===== src/rtl/batch_norm_controller_pkg.sv =====
// Shared types and defaults for the batch-norm controller and its datapath.
// Defines package bn_pkg: the controller state enum and parameter defaults.
package bn_pkg;

    localparam int BN_DATA_WIDTH = 32;
    localparam int BN_PE_LATENCY = 3;
    localparam int BN_FILTERS    = 64;

    typedef enum logic [2:0] {
        IDLE,
        FETCH,
        LOAD,
        ISSUE,
        WAIT,
        OUT,
        DONE
    } bn_state_e;

    // Index width for a count of n items, never narrower than one bit.
    function automatic int ch_width(input int n);
        return (n > 1) ? $clog2(n) : 1;
    endfunction

endpackage


===== src/rtl/batch_norm_controller_if.sv =====
// Bus bundle between the batch-norm controller and its neighbours: start/status,
// parameter memory port, input tile handshake, datapath controls and result handshake.
interface batch_norm_controller_if
    import bn_pkg::*;
#(
    parameter int DATA_WIDTH = BN_DATA_WIDTH,
    parameter int FILTERS    = BN_FILTERS
) ();

    localparam int CH_W = ch_width(FILTERS);

    logic                  start_i;
    logic                  busy_o;
    logic                  done_o;
    logic                  param_rd_o;
    logic [CH_W-1:0]       param_addr_o;
    logic [DATA_WIDTH-1:0] param_gamma_i;
    logic [DATA_WIDTH-1:0] param_mean_i;
    logic [DATA_WIDTH-1:0] param_denom_i;
    logic                  in_valid_i;
    logic                  in_ready_o;
    logic                  bn_en_o;
    logic [DATA_WIDTH-1:0] bn_gamma_o;
    logic [DATA_WIDTH-1:0] bn_mean_o;
    logic [DATA_WIDTH-1:0] bn_denom_o;
    logic [CH_W-1:0]       channel_o;
    logic                  result_valid_o;
    logic                  result_ready_i;

    modport master (
        output start_i, param_gamma_i, param_mean_i, param_denom_i,
               in_valid_i, result_ready_i,
        input  busy_o, done_o, param_rd_o, param_addr_o, in_ready_o, bn_en_o,
               bn_gamma_o, bn_mean_o, bn_denom_o, channel_o, result_valid_o
    );

    modport slave (
        input  start_i, param_gamma_i, param_mean_i, param_denom_i,
               in_valid_i, result_ready_i,
        output busy_o, done_o, param_rd_o, param_addr_o, in_ready_o, bn_en_o,
               bn_gamma_o, bn_mean_o, bn_denom_o, channel_o, result_valid_o
    );

endinterface


===== src/rtl/batch_norm_controller_param_regs.sv =====
// Holding registers for gamma/mean/denominator broadcast to the BN element array.
// With BN_CTRL_PREFETCH_EN a shadow set captures the next channel's words early.
module bn_param_regs
    import bn_pkg::*;
#(
    parameter int DATA_WIDTH = BN_DATA_WIDTH
) (
    input  logic                  clk,
    input  logic                  reset_n,
    input  logic                  load_i,
`ifdef BN_CTRL_PREFETCH_EN
    input  logic                  prefetch_i,
    input  logic                  swap_i,
`endif
    input  logic [DATA_WIDTH-1:0] gamma_i,
    input  logic [DATA_WIDTH-1:0] mean_i,
    input  logic [DATA_WIDTH-1:0] denom_i,
    output logic [DATA_WIDTH-1:0] gamma_o,
    output logic [DATA_WIDTH-1:0] mean_o,
    output logic [DATA_WIDTH-1:0] denom_o
);

    localparam int SET_W = 3 * DATA_WIDTH;

    logic [SET_W-1:0] fetched;
    logic [SET_W-1:0] param_d, param_q;

    assign fetched = {gamma_i, mean_i, denom_i};

`ifdef BN_CTRL_PREFETCH_EN
    logic [SET_W-1:0] shadow_d, shadow_q;
    logic             cap_d, cap_q;

    // Memory data lags the read by one cycle; a swap landing on that cycle takes it directly.
    always_comb begin
        param_d  = param_q;
        shadow_d = shadow_q;
        cap_d    = prefetch_i;
        if (load_i) param_d = fetched;
        if (cap_q) shadow_d = fetched;
        if (swap_i) param_d = cap_q ? fetched : shadow_q;
    end

    always_ff @(posedge clk or negedge reset_n) begin
        if (!reset_n) begin
            param_q  <= '0;
            shadow_q <= '0;
            cap_q    <= 1'b0;
        end else begin
            param_q  <= param_d;
            shadow_q <= shadow_d;
            cap_q    <= cap_d;
        end
    end
`else
    always_comb begin
        param_d = param_q;
        if (load_i) param_d = fetched;
    end

    always_ff @(posedge clk or negedge reset_n) begin
        if (!reset_n) param_q <= '0;
        else          param_q <= param_d;
    end
`endif

    assign {gamma_o, mean_o, denom_o} = param_q;

endmodule


===== src/rtl/batch_norm_controller.sv =====
// Channel sequencer for the batch-norm datapath: fetch params, launch one tile, drain result.
// Optional macro BN_CTRL_PREFETCH_EN overlaps the next channel's parameter fetch with WAIT.
module batch_norm_controller
    import bn_pkg::*;
#(
    parameter int DATA_WIDTH = BN_DATA_WIDTH,
    parameter int FILTERS    = BN_FILTERS,
    parameter int PE_LATENCY = BN_PE_LATENCY
) (
    input logic                   clk,
    input logic                   reset_n,
    batch_norm_controller_if.slave bus
);

    localparam int              CH_W     = ch_width(FILTERS);
    localparam int              LAT_W    = ch_width(PE_LATENCY);
    localparam logic [CH_W-1:0]  LAST_CH  = CH_W'(FILTERS - 1);
    localparam logic [LAT_W-1:0] LAT_INIT = LAT_W'(PE_LATENCY - 1);

    bn_state_e        state_d, state_q;
    logic [CH_W-1:0]  chan_d, chan_q;
    logic [LAT_W-1:0] lat_d, lat_q;
    logic             load;
    logic             last_ch;

    assign last_ch = (chan_q == LAST_CH);

`ifdef BN_CTRL_PREFETCH_EN
    logic prefetch;
    logic swap;
`endif

    always_comb begin
        state_d            = state_q;
        chan_d             = chan_q;
        lat_d              = lat_q;
        load               = 1'b0;
`ifdef BN_CTRL_PREFETCH_EN
        prefetch           = 1'b0;
        swap               = 1'b0;
`endif
        bus.busy_o         = (state_q != IDLE) && (state_q != DONE);
        bus.done_o         = 1'b0;
        bus.param_rd_o     = 1'b0;
        bus.param_addr_o   = chan_q;
        bus.in_ready_o     = 1'b0;
        bus.bn_en_o        = 1'b0;
        bus.result_valid_o = 1'b0;

        unique case (state_q)
            IDLE: begin
                if (bus.start_i) begin
                    state_d = FETCH;
                    chan_d  = '0;
                end
            end
            FETCH: begin
                bus.param_rd_o = 1'b1;
                state_d        = LOAD;
            end
            LOAD: begin
                load    = 1'b1;
                state_d = ISSUE;
            end
            ISSUE: begin
                bus.in_ready_o = 1'b1;
                if (bus.in_valid_i) begin
                    bus.bn_en_o = 1'b1;
                    lat_d       = LAT_INIT;
                    state_d     = WAIT;
                end
            end
            // The counter runs PE_LATENCY-1 down to 0, one WAIT cycle per step.
            WAIT: begin
                if (lat_q == '0) state_d = OUT;
                else             lat_d   = lat_q - 1'b1;
`ifdef BN_CTRL_PREFETCH_EN
                if ((lat_q == LAT_INIT) && !last_ch) begin
                    prefetch         = 1'b1;
                    bus.param_rd_o   = 1'b1;
                    bus.param_addr_o = chan_q + 1'b1;
                end
`endif
            end
            OUT: begin
                bus.result_valid_o = 1'b1;
                if (bus.result_ready_i) begin
                    if (last_ch) begin
                        state_d = DONE;
                    end else begin
                        chan_d = chan_q + 1'b1;
`ifdef BN_CTRL_PREFETCH_EN
                        swap    = 1'b1;
                        state_d = ISSUE;
`else
                        state_d = FETCH;
`endif
                    end
                end
            end
            DONE: begin
                bus.done_o = 1'b1;
                state_d    = IDLE;
            end
            default: state_d = IDLE;
        endcase
    end

    always_ff @(posedge clk or negedge reset_n) begin
        if (!reset_n) begin
            state_q <= IDLE;
            chan_q  <= '0;
            lat_q   <= '0;
        end else begin
            state_q <= state_d;
            chan_q  <= chan_d;
            lat_q   <= lat_d;
        end
    end

    assign bus.channel_o = chan_q;

    bn_param_regs #(
        .DATA_WIDTH (DATA_WIDTH)
    ) u_param_regs (
        .clk        (clk),
        .reset_n    (reset_n),
        .load_i     (load),
`ifdef BN_CTRL_PREFETCH_EN
        .prefetch_i (prefetch),
        .swap_i     (swap),
`endif
        .gamma_i    (bus.param_gamma_i),
        .mean_i     (bus.param_mean_i),
        .denom_i    (bus.param_denom_i),
        .gamma_o    (bus.bn_gamma_o),
        .mean_o     (bus.bn_mean_o),
        .denom_o    (bus.bn_denom_o)
    );

endmodule

===== src/flat_wrapper.sv =====
// flat-port wrapper written by rule: the top's interface ports become plain ports
module batch_norm_controller_flat import bn_pkg::*;
#(
    parameter int DATA_WIDTH = BN_DATA_WIDTH,
    parameter int FILTERS    = BN_FILTERS,
    parameter int PE_LATENCY = BN_PE_LATENCY
)
  (clk, reset_n, bus_start_i, bus_param_gamma_i, bus_param_mean_i, bus_param_denom_i, bus_in_valid_i, bus_result_ready_i, bus_busy_o, bus_done_o, bus_param_rd_o, bus_param_addr_o, bus_in_ready_o, bus_bn_en_o, bus_bn_gamma_o, bus_bn_mean_o, bus_bn_denom_o, bus_channel_o, bus_result_valid_o);
  batch_norm_controller_if #(.DATA_WIDTH(DATA_WIDTH), .FILTERS(FILTERS)) bus_i ();
  input logic clk;
  input logic reset_n;
  input wire logic [$bits(bus_i.start_i)-1:0] bus_start_i;
  input wire logic [$bits(bus_i.param_gamma_i)-1:0] bus_param_gamma_i;
  input wire logic [$bits(bus_i.param_mean_i)-1:0] bus_param_mean_i;
  input wire logic [$bits(bus_i.param_denom_i)-1:0] bus_param_denom_i;
  input wire logic [$bits(bus_i.in_valid_i)-1:0] bus_in_valid_i;
  input wire logic [$bits(bus_i.result_ready_i)-1:0] bus_result_ready_i;
  output wire logic [$bits(bus_i.busy_o)-1:0] bus_busy_o;
  output wire logic [$bits(bus_i.done_o)-1:0] bus_done_o;
  output wire logic [$bits(bus_i.param_rd_o)-1:0] bus_param_rd_o;
  output wire logic [$bits(bus_i.param_addr_o)-1:0] bus_param_addr_o;
  output wire logic [$bits(bus_i.in_ready_o)-1:0] bus_in_ready_o;
  output wire logic [$bits(bus_i.bn_en_o)-1:0] bus_bn_en_o;
  output wire logic [$bits(bus_i.bn_gamma_o)-1:0] bus_bn_gamma_o;
  output wire logic [$bits(bus_i.bn_mean_o)-1:0] bus_bn_mean_o;
  output wire logic [$bits(bus_i.bn_denom_o)-1:0] bus_bn_denom_o;
  output wire logic [$bits(bus_i.channel_o)-1:0] bus_channel_o;
  output wire logic [$bits(bus_i.result_valid_o)-1:0] bus_result_valid_o;
  assign bus_i.start_i = bus_start_i;
  assign bus_i.param_gamma_i = bus_param_gamma_i;
  assign bus_i.param_mean_i = bus_param_mean_i;
  assign bus_i.param_denom_i = bus_param_denom_i;
  assign bus_i.in_valid_i = bus_in_valid_i;
  assign bus_i.result_ready_i = bus_result_ready_i;
  assign bus_busy_o = bus_i.busy_o;
  assign bus_done_o = bus_i.done_o;
  assign bus_param_rd_o = bus_i.param_rd_o;
  assign bus_param_addr_o = bus_i.param_addr_o;
  assign bus_in_ready_o = bus_i.in_ready_o;
  assign bus_bn_en_o = bus_i.bn_en_o;
  assign bus_bn_gamma_o = bus_i.bn_gamma_o;
  assign bus_bn_mean_o = bus_i.bn_mean_o;
  assign bus_bn_denom_o = bus_i.bn_denom_o;
  assign bus_channel_o = bus_i.channel_o;
  assign bus_result_valid_o = bus_i.result_valid_o;
  batch_norm_controller #(.DATA_WIDTH(DATA_WIDTH), .FILTERS(FILTERS), .PE_LATENCY(PE_LATENCY)) u_core (.clk(clk), .reset_n(reset_n), .bus(bus_i));
endmodule

===== config.mk =====
export PLATFORM = sky130hd
export DESIGN_NAME = batch_norm_controller_flat
export DESIGN_NICKNAME = d
export VERILOG_FILES = /design/src/rtl/batch_norm_controller_pkg.sv /design/src/rtl/batch_norm_controller_if.sv /design/src/rtl/batch_norm_controller_param_regs.sv /design/src/rtl/batch_norm_controller.sv /design/src/flat_wrapper.sv
export SDC_FILE = /design/constraint.sdc
export NUM_CORES = 1
export LEC_CHECK = 0
export ABC_AREA = 1
export BUFFER_PORTS_ARGS = -buffer_cell sky130_fd_sc_hd__buf_2
export CAP_MARGIN = 20
export CORE_ASPECT_RATIO = 1.25
export CORE_MARGIN = 5
export CORE_UTILIZATION = 29
export CTS_CLUSTER_SIZE = 40
export DETAILED_ROUTE_END_ITERATION = 10
export PLACE_DENSITY_LB_ADDON = 0.12
export SLEW_MARGIN = 10
export SYNTH_ARGS = -nofsm -noshare
export SYNTH_HDL_FRONTEND = slang
export SYNTH_SLANG_ARGS = --single-unit

===== constraint.sdc =====
create_clock -name clk -period 2.4 [get_ports clk]
set_input_delay 0.12 -clock clk [delete_from_list [all_inputs] [get_ports clk]]
set_output_delay 0.12 -clock clk [all_outputs]
set_load 0.005 [all_outputs]

* Word level (Yosys, flattened, before mapping)
Cells that the tools add are included.
** Operators by class
- Add/subtract/negate cells :: 2
- Equal/unequal tests :: 14
- Multiplexer cells :: 20
- Reduce and logical (&&, ||, !) cells :: 9
** Operator list (count)
- $mux W6 :: 3
- $pmux W3 S6 :: 1
- $mux W3 :: 5
- $pmux W6 S2 :: 1
- $ne A2 B2 Y1 const B :: 5
- $eq A3 B3 Y1 const B :: 3
- $reduce_and A4 Y1 :: 2
- $mux W1 :: 7
- $add A6 B1 Y6 const B :: 1
- $eq A3 B2 Y1 const B :: 2
- $eq A6 B6 Y1 const B :: 1
- $mux W2 :: 2
- $pmux W2 S2 :: 1
- $reduce_bool A2 Y1 :: 2
- $eq A3 B1 Y1 const B :: 1
- $logic_not A3 Y1 :: 1
- $ne A3 B3 Y1 const B :: 1
- $reduce_and A3 Y1 :: 1
- $reduce_bool A3 Y1 :: 1
- $logic_not A2 Y1 :: 1
- $ne A2 B1 Y1 const B :: 1
- $sub A2 B1 Y2 const B :: 1
- $logic_and A1 B1 Y1 :: 1
** Storage, ports and cells
- Bits in registers :: 107
- Input port bits :: 101
- Output and inout bits :: 114
- Logic and storage cells :: 49

* Logic depth before layout (Yosys ltp)
- Word-level depth :: 4
- Mapped depth :: 9
- Gate-level depth less buffers :: 9

* Cells and area by module
Synthesis repeated with hierarchy kept, for this count alone.
** Second synthesis, totals
- Cells, all modules :: 523
- Area total of the unflattened synthesis :: 4481.8 um2
** By module, submodules not included
- bn_param_regs :: times used 1, cells each 406, area an instance 3629.7 um2, seq. area each 2402.3 um2
- batch_norm_controller :: times used 1, cells each 117, area an instance 852.1 um2, seq. area each 275.3 um2

* Least setup slack after synthesis
No wires, ideal clock.
- Kind :: register -> register
- Start point :: register u_core.state_q[0]
- End point :: register u_core.u_param_regs.param_q[10]
- Library setup time :: 0.125 ns
- Arrival time :: 1.253 ns
- Required time :: 2.275 ns
- Slack :: 1.022 ns
- Stages on the path, launching flop included :: 7
- Path buffers :: 3
- Clock period less this slack :: 1.378 ns
- Cell sequence :: dfrtp_1 -> buf_4 -> nor2_2 -> nand2_2 -> buf_6 -> buf_6 -> mux2_4
** Between the ends
- Cells in the longest elaborated chain, start to end :: 2
** Ends and longest elaborated chain
- start: declaration :: line batch_norm_controller.sv:20 : bn_state_e state_d, state_q;
- start signal: assignment :: line batch_norm_controller.sv:115 : state_q <= state_d;
- $eq A3 B2 Y1 :: line batch_norm_controller.sv:50 : unique case (state_q)
- $mux W1 :: line batch_norm_controller.sv:50
- end signal: assignment :: line batch_norm_controller_param_regs.sv:63 : else param_q <= param_d;
- end: declaration :: line batch_norm_controller_param_regs.sv:26 : logic [SET_W-1:0] param_d, param_q;
No other way between the ends.
A chain may end at the register's enable or synchronous reset.

* Worst setup path after layout
- Start point :: register u_core.state_q[2]
- End point :: register u_core.u_param_regs.param_q[70]
The elaborated chain is that of the path after synthesis.

==> flow_metrics.tcl <==
set metrics [dict create \
    cp-start-kind "flop" \
    die_y_microns 148 \
    synthesis.nets 424 \
    cp_slowest_stage_delay_ns 0.49 \
    grt_use_total 0.134 \
    vdd_drop_max_mv 0.557 \
    grt_pass1_vias 3785 \
    max_freq_ghz 0.569 \
    tightest_slew_ns 0.451 \
    tns_ns 0 \
    slowest_stage "dfrtp_1" \
    p_per_area_nw_per_um2 1150 \
    n_antenna_cell 0 \
    drv_cap 0 \
    final_area_sq_um 6850 \
    drive_above_1_share 0.539 \
    path_buf_inv 2 \
    seq_power_share 0.400 \
    critical_path.max_fanout 28 \
    min_period_over_period 0.732 \
    switching_share 0.314 \
    rr_endpoint "u_core.u_param_regs.param_q[70]" \
    async_flop_share 1.00 \
    grt_max_degree 49 \
    yosysTopAreaCell "dfrtp_1" \
    hpwlAfterDp_microns 8360 \
    power_frac_comb 0.420 \
    vias 3491 \
    synthToLayoutAreaGrowth_pct 54.1 \
    row_count 50 \
    path_depth 4 \
    p_int_w 0.00542 \
    crit_path_end_kind "flop" \
    syn-cell-area_sq_um 4450 \
    final_max_slew_viol_count 0 \
    dieArea_sq_um 17900 \
    yosys.area.top_type_share 0.602 \
    synth_area_leaders "dfrtp_1, mux2_2, mux2_4" \
    yosysSeqAreaShare 0.602 \
    synthAdderAreaFrac 0.00563 \
    min_period_ns 1.76 \
    synth_xor_area_frac 0 \
    leakagePower_nw 3.50 \
    initial_core_util 0.296 \
    syn_area_per_cell_sq_um 13.9 \
    hold_depth 2 \
    cts_sinks 107 \
    hold_viol_final 0 \
    p_switching_w 0.00248 \
    synth_cell_types 20 \
    drc_errors 0 \
    synth_common_cells "dfrtp_1, mux2_2, nand2_1" \
    synth_top_family_by_area "multiplexers" \
    drt_pass1_iterations 4 \
    path_cells "inv_2, nand2_4, buf_4, mux2_2" \
    place_area_sq_um 5690 \
    whs_endpoint "u_core.u_param_regs.param_q[3]" \
    crit_family "flip-flops" \
    clockBufferDepth 2 \
    design_power_total_w 0.00790 \
    cts_root_buffer "clkbuf_16" \
    power_frac_clock 0.180 \
    cp.arrival_ns 1.98 \
    finClkSkew_ns 0.00602 \
    status "complete, no violations" \
    clk_pin_slew_ns 0.07 \
    rsz0062_at_grt "false" \
    antenna_found_initial 0 \
    max_slew_margin 0.699 \
    syn_inst 321 \
    coreArea_sq_um 15000 \
    clkLatencyLatePin_ns 0.34 \
    viasPerCell 4.33 \
    ys_seq_elements 107 \
    cts_buffers 9 \
    synth.yosys.warnings 0 \
    cts_tree "built" \
    io_pins 215 \
    synth_flop_cell "dfrtp_1" \
    gr-total-overflow 0 \
    crit_required_ns 2.62 \
    fin_nets 723 \
    synth_compound_area_frac 0.00957 \
    antenna_left 0 \
    grt_pass1_wl_microns 19200 \
    synthMuxAreaShare 0.268 \
    drt_wl_total_microns 11800 \
    io_buffers 214 \
    num-fill-cells 1369 \
    cts_resized 0 \
    htreeDepth 3 \
    dieWidth_microns 121 \
    first_iter_violations 148 \
    worstReg2RegStart "u_core.state_q[2]" \
    r2r_cells 4 \
    yosysMostFrequentCell "dfrtp_1" \
    min-delay-start "bus_param_denom_i[3]" \
    r2r_slack_ns 0.64 \
    synth-edff-count 0 \
    synthSimpleGateAreaFrac 0.0712 \
    gp_congestion 0.793 \
    path_class "reg2reg" \
    wl_per_cell_microns 14.7 \
    setup_viol 0 \
    hold_path.class "in2reg" \
]
-- sequential cells by signal, indices dropped and copies added, names as in the netlist --
register	count
u_core.u_param_regs.param_q	96
u_core.bus.channel_o	6
u_core.state_q	3
u_core.lat_q	2
-- metal layers --
layer | up-vias | part of all wire | global-route usage
met5 | - | 0 | 0
met3 | 12 | 0.082 | 0.0464
met2 | 127 | 0.52 | 0.232
met4 | 0 | 0.017 | 0.0510
li1 | 1672 | - | -
met1 | 1680 | 0.38 | 0.154
-- power by group through the flow --
| stage | clock, W | combinational (W) | sequential, W |
|---|---|---|---|
| final | 0.00143 | 0.00332 | 0.00316 |
| after global routing | 0.00158 | 0.00366 | 0.00327 |
| after CTS | 0.00150 | 0.00339 | 0.00315 |
| after detailed placement | 0 | 0.00328 | 0.00316 |
| after global placement | 0 | 0.00323 | 0.00317 |
| after floorplan | 0 | 0.00186 | 0.00322 |
-- final cells by class --
cell class / count / area (sq um) / share of cell area
Tap cell: 182 / 228 / 0.0332
Timing Repair Buffer: 306 / 2020 / 0.295
Clock inverter: 6 / 47.5 / 0.00694
Clock buffer: 10 / 239 / 0.0349
Sequential cell: 107 / 2680 / 0.391
Multi-Input combinational cell: 180 / 1580 / 0.231
Inverter: 16 / 60.1 / 0.00877
-- worst max-delay path by stage --
stage / start / to / slack, ns
after floorplan: u_core.state_q[0] / u_core.u_param_regs.param_q[10] / 1.02
after global placement: u_core.state_q[2] / u_core.u_param_regs.param_q[51] / 0.65
after detailed placement: u_core.state_q[2] / u_core.u_param_regs.param_q[72] / 0.65
after CTS: u_core.state_q[2] / u_core.u_param_regs.param_q[72] / 0.65
after global routing: u_core.state_q[2] / u_core.u_param_regs.param_q[70] / 0.51
final: u_core.state_q[2] / u_core.u_param_regs.param_q[70] / 0.64
-- stage by stage --
stage / instances / setup WS, ns / hold WS [ns] / util
3_5_place_dp: 704 / 0.650 / 0.0620 / 0.379
4_1_cts: 806 / 0.649 / 0.000346 / 0.456
3_3_place_gp: 704 / 0.653 / 0.0648 / 0.379
2_1_floorplan: 321 / 1.02 / -0.176 / -
5_1_grt: 807 / 0.509 / 0.000528 / 0.456
6_report: 807 / 0.644 / 0.0152 / 0.456
-- logic make-up (layout without fill, tap and decap cells) --
family,count (synthesis),count (layout)
adders and majority gates,2,2
AOI/OAI and AO/OA,8,8
buffers and inverters,34,338
muxes,96,96
DFF,107,107
and+or+nand+nor,74,74
-- what timing repair did --
item | 4_1_cts | 5_1_grt
hold buffers | 86 | 1
hold endpoints to repair | 109 | 1
buffers inserted | 0 | 0
-- cell usage in the layout (no fill, tap or decap), types with 2 or more instances in the layout --
master	synthesis	final
nand3_1	13	13
dlygate4sd3_1	0	87
buf_12	0	3
buf_2	6	213
mux2_4	29	29
clkbuf_16	0	9
mux2_2	67	67
nand2_1	41	41
inv_1	13	13
clkinv_2	0	2
inv_6	0	2
a21oi_1	2	2
inv_2	3	3
o21ai_0	5	5
nor2_1	12	12
ha_1	2	2
dfrtp_1	107	107
nand3b_1	3	3
buf_4	8	3
No activity file was read; power rests on OpenSTA's default activity.
